**config.mk**
```make
export PLATFORM = sky130hd
export DESIGN_NAME = spart_tx
export DESIGN_NICKNAME = d
export VERILOG_FILES = /design/src/rtl/spart_pkg.sv /design/src/rtl/spart_tx.sv
export SDC_FILE = /design/constraint.sdc
export NUM_CORES = 1
export LEC_CHECK = 0
export ABC_AREA = 1
export CORE_MARGIN = 1
export CORE_UTILIZATION = 40
export CTS_CLUSTER_SIZE = 40
export DETAILED_ROUTE_END_ITERATION = 6
export GPL_TIMING_DRIVEN = 0
export PLACE_DENSITY = 0.59
export SYNTH_ARGS = -nofsm -noshare
export SYNTH_HDL_FRONTEND = slang
export SYNTH_SLANG_ARGS = --single-unit
export TNS_END_PERCENT = 1
```
**constraint.sdc**
```tcl
create_clock -name clk -period 2.15 [get_ports clk]
set_input_delay 0.3225 -clock clk [delete_from_list [all_inputs] [get_ports clk]]
set_output_delay 0.3225 -clock clk [all_outputs]
set_load 0.01 [all_outputs]
```
**src/rtl/spart_pkg.sv**
```systemverilog
// Shared definitions for the SPART serial transmitter and receiver:
// frame-sequencer state encoding, default oversampling ratio and frame size.
package spart_pkg;

    // Frame sequencer states, shared with spart_rx so both sides agree on encoding.
    typedef enum logic [1:0] {
        ST_IDLE  = 2'd0,
        ST_START = 2'd1,
        ST_DATA  = 2'd2,
        ST_STOP  = 2'd3
    } spart_state_e;

    // Enable pulses per bit period at the default baud tick rate.
    localparam int OVERSAMPLE_DEF = 16;

    // Start bit + 8 data bits + stop bit.
    localparam int FRAME_BITS = 10;

endpackage

```
**src/rtl/spart_tx.sv**
```systemverilog
// SPART transmitter: double-buffered 8N1 serializer.
// A one-byte holding register accepts writes while the shift register sends
// the current frame LSB first; bit timing comes from the external baud tick.
module spart_tx
    import spart_pkg::*;
#(
    parameter int OVERSAMPLE = OVERSAMPLE_DEF
) (
    input  logic       clk,
    input  logic       rst,
    input  logic       enable,
    input  logic       wr,
    input  logic [7:0] data_in,
    output logic       txd,
    output logic       tbr,
    output logic       tx_busy
);

    // Last tick count of a bit period; the counter is 4 bits wide.
    localparam logic [3:0] TICK_LAST     = 4'(OVERSAMPLE - 1);
    localparam logic [2:0] LAST_DATA_BIT = 3'd7;

    spart_state_e state_r;
    spart_state_e state_s;
    logic [3:0]   tick_cnt_r;
    logic [3:0]   tick_cnt_s;
    logic [2:0]   bit_cnt_r;
    logic [2:0]   bit_cnt_s;
    logic [7:0]   shift_r;
    logic [7:0]   shift_s;
    logic [7:0]   hold_r;
    logic [7:0]   hold_s;
    logic         hold_valid_r;
    logic         hold_valid_s;
    logic         txd_r;
    logic         txd_s;
    logic         tbr_r;
    logic         busy_r;
    logic         bit_end_s;
    logic         wr_accept_s;
    logic         load_s;

    // A bit period closes on the enable pulse that finds the counter at its last value.
    assign bit_end_s = enable & (tick_cnt_r == TICK_LAST);

    // tbr mirrors the holding register being empty, so writes are only taken then.
    assign wr_accept_s = wr & tbr_r;

    // Next-state, counter, shifter and holding-register logic.
    always_comb begin
        state_s      = state_r;
        tick_cnt_s   = tick_cnt_r;
        bit_cnt_s    = bit_cnt_r;
        shift_s      = shift_r;
        hold_s       = hold_r;
        hold_valid_s = hold_valid_r;
        load_s       = 1'b0;

        // Ticks only advance while a frame is on the line.
        if ((state_r != ST_IDLE) && enable) begin
            if (bit_end_s) begin
                tick_cnt_s = 4'd0;
            end else begin
                tick_cnt_s = tick_cnt_r + 4'd1;
            end
        end else begin
            tick_cnt_s = tick_cnt_r;
        end

        case (state_r)
            ST_IDLE: begin
                // Leaving idle does not wait for a tick, so a write starts
                // the start bit two clocks later regardless of tick phase.
                if (hold_valid_r) begin
                    load_s  = 1'b1;
                    state_s = ST_START;
                end else begin
                    state_s = ST_IDLE;
                end
            end
            ST_START: begin
                if (bit_end_s) begin
                    state_s   = ST_DATA;
                    bit_cnt_s = 3'd0;
                end else begin
                    state_s = ST_START;
                end
            end
            ST_DATA: begin
                if (bit_end_s) begin
                    shift_s = {1'b0, shift_r[7:1]};
                    if (bit_cnt_r == LAST_DATA_BIT) begin
                        state_s = ST_STOP;
                    end else begin
                        bit_cnt_s = bit_cnt_r + 3'd1;
                    end
                end else begin
                    state_s = ST_DATA;
                end
            end
            ST_STOP: begin
                // A waiting byte goes straight into a new start bit: no idle gap.
                if (bit_end_s) begin
                    if (hold_valid_r) begin
                        load_s  = 1'b1;
                        state_s = ST_START;
                    end else begin
                        state_s = ST_IDLE;
                    end
                end else begin
                    state_s = ST_STOP;
                end
            end
            default: begin
                state_s = ST_IDLE;
            end
        endcase

        if (load_s) begin
            shift_s      = hold_r;
            hold_valid_s = 1'b0;
            tick_cnt_s   = 4'd0;
        end else begin
            shift_s = shift_s;
        end

        // Load and accept are exclusive: accept needs an empty holding register.
        if (wr_accept_s) begin
            hold_s       = data_in;
            hold_valid_s = 1'b1;
        end else begin
            hold_s = hold_s;
        end
    end

    // Line level for the state being entered, so txd can be registered.
    always_comb begin
        txd_s = 1'b1;
        case (state_s)
            ST_IDLE:  txd_s = 1'b1;
            ST_START: txd_s = 1'b0;
            ST_DATA:  txd_s = shift_s[0];
            ST_STOP:  txd_s = 1'b1;
            default:  txd_s = 1'b1;
        endcase
    end

    // State and datapath registers; reset aborts any frame and empties the buffer.
    always_ff @(posedge clk or posedge rst) begin
        if (rst) begin
            state_r      <= ST_IDLE;
            tick_cnt_r   <= 4'd0;
            bit_cnt_r    <= 3'd0;
            shift_r      <= 8'h00;
            hold_r       <= 8'h00;
            hold_valid_r <= 1'b0;
        end else begin
            state_r      <= state_s;
            tick_cnt_r   <= tick_cnt_s;
            bit_cnt_r    <= bit_cnt_s;
            shift_r      <= shift_s;
            hold_r       <= hold_s;
            hold_valid_r <= hold_valid_s;
        end
    end

    // Registered outputs; reset drives the line high immediately.
    always_ff @(posedge clk or posedge rst) begin
        if (rst) begin
            txd_r  <= 1'b1;
            tbr_r  <= 1'b1;
            busy_r <= 1'b0;
        end else begin
            txd_r  <= txd_s;
            tbr_r  <= ~hold_valid_s;
            busy_r <= (state_s != ST_IDLE);
        end
    end

    assign txd     = txd_r;
    assign tbr     = tbr_r;
    assign tx_busy = busy_r;

endmodule

```
==> impl_metrics.csv <==
group,metric,value,unit
outcome,status,"finished, final reports clean",
flow_run,maxCapViolCount,0,
grt,grt_max_degree,30,
sta,relSlewSlack,27.4,%
min_path,min_path_type,"reg2reg",
sta,fin_skew,4.24,ps
worst_setup_path,r2r-start,"state_r[0]",
clocking,cts_resized,0,
drt,wirelength,2640,um
layout,drive_above_1_share,14.1,%
synth,synth_top_area_cell,"dfrtp_1",
clocking,cts_htree_levels,2,
die,ios,15,
worst_setup_path,path_cells,"inv_1, ha_1, nand2_2, o21ai_1, nand2_1, o21a_1, ha_1, a21oi_2",
placed_design,dp_hpwl,1960,um
layout,post-route-util,51.1,%
power_and_ir_drop,peakVddDrop,0.596,mV
min_path,hp-start,"hold_valid_r",
drt,vias,1101,
worst_setup_path,cp-start-kind,"register",
layout,syn2layout_area_growth,19.0,%
worst_setup_path,required,2360,ps
grt,grt_usage,15.8,%
worst_setup_path,critPathArrivalTime,1980,ps
die,dieArea,3940,um^2
worst_setup_path,crit_fanout,5,
worst_setup_path,reg2reg_to,"txd",
clocking,clockRootBuffer,"clkbuf_8",
drt,ant_nets,0,
sta,tns,0,ps
synth,syn_inst,162,
grt,antenna_found_initial,0,
drt,drtIter0Drc,34,
clocking,hold_buffers,0,
clocking,cts.sinks,29,
grt,grt_pass1_vias,1115,
layout,design_area,1760,um^2
worst_setup_path,cp-end-kind,"register",
layout,diodes,0,
worst_setup_path,ff2ff_path_depth,8,
layout,nFillCells,339,
synth,ys_seq_area_share,49.3,%
sta,fin_crit_sh,82.5,%
synth,synth_area_leaders,"dfrtp_1, ha_1, nand2_1",
power_and_ir_drop,leakagePower,0.000867,uW
synth,yosysWarningCount,0,
min_path,hold_depth,1,
synth,synth_top_area_share,45.7,%
worst_setup_path,slowest_delay,420,ps
drt,drcViolationCount,0,
clocking,clk_path_buf_depth,2,
power_and_ir_drop,power_density,1220,nW/um^2
sta,worst_pin_slew,1090,ps
drt,dr.pass1.iters,3,
die,dieHeight,62.8,um
synth,ys_ff_latch,29,
clocking,clk_pin_slew,60,ps
sta,final_max_slew_viol_count,0,
drt,via_per_inst,4.79,
sta,max_freq,564,MHz
worst_setup_path,crit_path_frequent_cell,"ha_1",
placed_design,gp_congestion,0.813,
synth,synth_cell_types,26,
die,die_x,62.8,um
layout,nNetsFinal,206,
worst_setup_path,critical_path.slowest_cell,"dfrtp_1",
sta,rsz0062_at_grt,"false",
sta,min_period,1770,ps
grt,overflow,0,
worst_setup_path,critPathKind,"reg2reg",
die,initial_core_util,42.9,%
min_path,holdPathEnd,"tbr",
sta,whs,464,ps
layout,final_common_cell,"nand2_1",
synth,mappedNetlistNets,185,
drt,wl_per_cell,11.5,um
clocking,cts_buffers,5,
clocking,clk_latency,280,ps
grt,grt_pass1_wl,4780,um
clocking,postCtsSetupRepairBufs,0,
worst_setup_path,rrSetupSlack,380,ps
placed_design,place_inst,222,
die,fp-row-count,21,
synth,syn_area,1480,um^2
clocking,cts_tree,"built",
sta,setup_violations,0,
sta,finalHoldViolCount,0,
layout,final_cell_mix,"nand2_1, dfrtp_1, inv_1",
placed_design,portBuffers,14,
die,core-area,3440,um^2
synth,syn_area_per_cell,9.12,um^2
layout,stdcell_count,230,
placed_design,placed_area,1680,um^2
==> critical path: cells and delay by family (launching register included) <==
family,cells,cell delay (ps)
adder cells (fa/ha/maj),2,620
AO/OA/AOI/OAI,3,380
buffers and inverters,1,120
flip-flops,1,420
AND/OR/NAND/NOR,2,160
==> worst max-delay path by stage <==
stage	from	end
after floorplan	state_r[0]	txd
after global placement	enable	txd
after detailed placement	enable	txd
after CTS	state_r[0]	txd
after global routing	tick_cnt_r[1]	txd
final	state_r[0]	txd
==> layout make-up <==
class	instances	area, um^2	share of cell area [%]
Timing Repair Buffer	14	140	7.97
Clock buffer	6	72.6	4.13
Multi-Input combinational cell	101	613	34.9
Buffer	4	31.3	1.78
Tap cell	46	57.6	3.27
Sequential cell	29	728	41.4
Clock inverter	2	10.0	0.569
Inverter	28	105	5.98
==> flip-flops by register name, indices dropped and copies added, names as in the netlist <==
name,count
tbr,1
hold_valid_r,1
tx_busy,1
hold_r,8
bit_cnt_r,3
shift_r,8
txd,1
tick_cnt_r,4
state_r,2
==> kinds of logic (layout without fill, tap and decap cells) <==
kind of cell | count (synthesis) | in the layout | share of synthesized area (%)
buffers and inverters | 32 | 54 | 9.23
adder cells (fa/ha/maj) | 11 | 11 | 9.31
AND/OR/NAND/NOR | 65 | 65 | 20.6
AO/OA/AOI/OAI | 24 | 24 | 11.0
flip-flops | 29 | 29 | 49.3
XOR/XNOR | 1 | 1 | 0.593
==> layer usage <==
layer / part of all wire (%) / vias up / track usage [%]
li1: - / 565 / -
met1: 50 / 516 / 19.8
met2: 46 / 16 / 25.7
met3: 3.0 / 4 / 3.83
met4: 1.2 / 0 / 6.98
met5: 0 / - / 0
==> stage by stage <==
step	worst slack, ps	total power (uW)
after global routing	199	2340
after floorplan	539	1500
after CTS	357	2170
after global placement	168	1700
after detailed placement	141	1740
final	376	2140
==> synthesized netlist by cell type (all sizes together) <==
master and instances:
dfrtp 27, inv 28, o211ai 5, a22oi 1, buf 3, ha 11, nand3 21, xor2 1
and2 1, o21a 1, o22ai 1, a211oi 1, o21ai 11, nand2 37, a21oi 4, nor2 5
dfstp 2, nor3 1, clkbuf 1
==> where the power goes <==
part | internal (uW) | switching [uW]
sequential | 789 | 121
combinational | 346 | 466
clock | 223 | 194
Power figures use the tool's default switching activity.
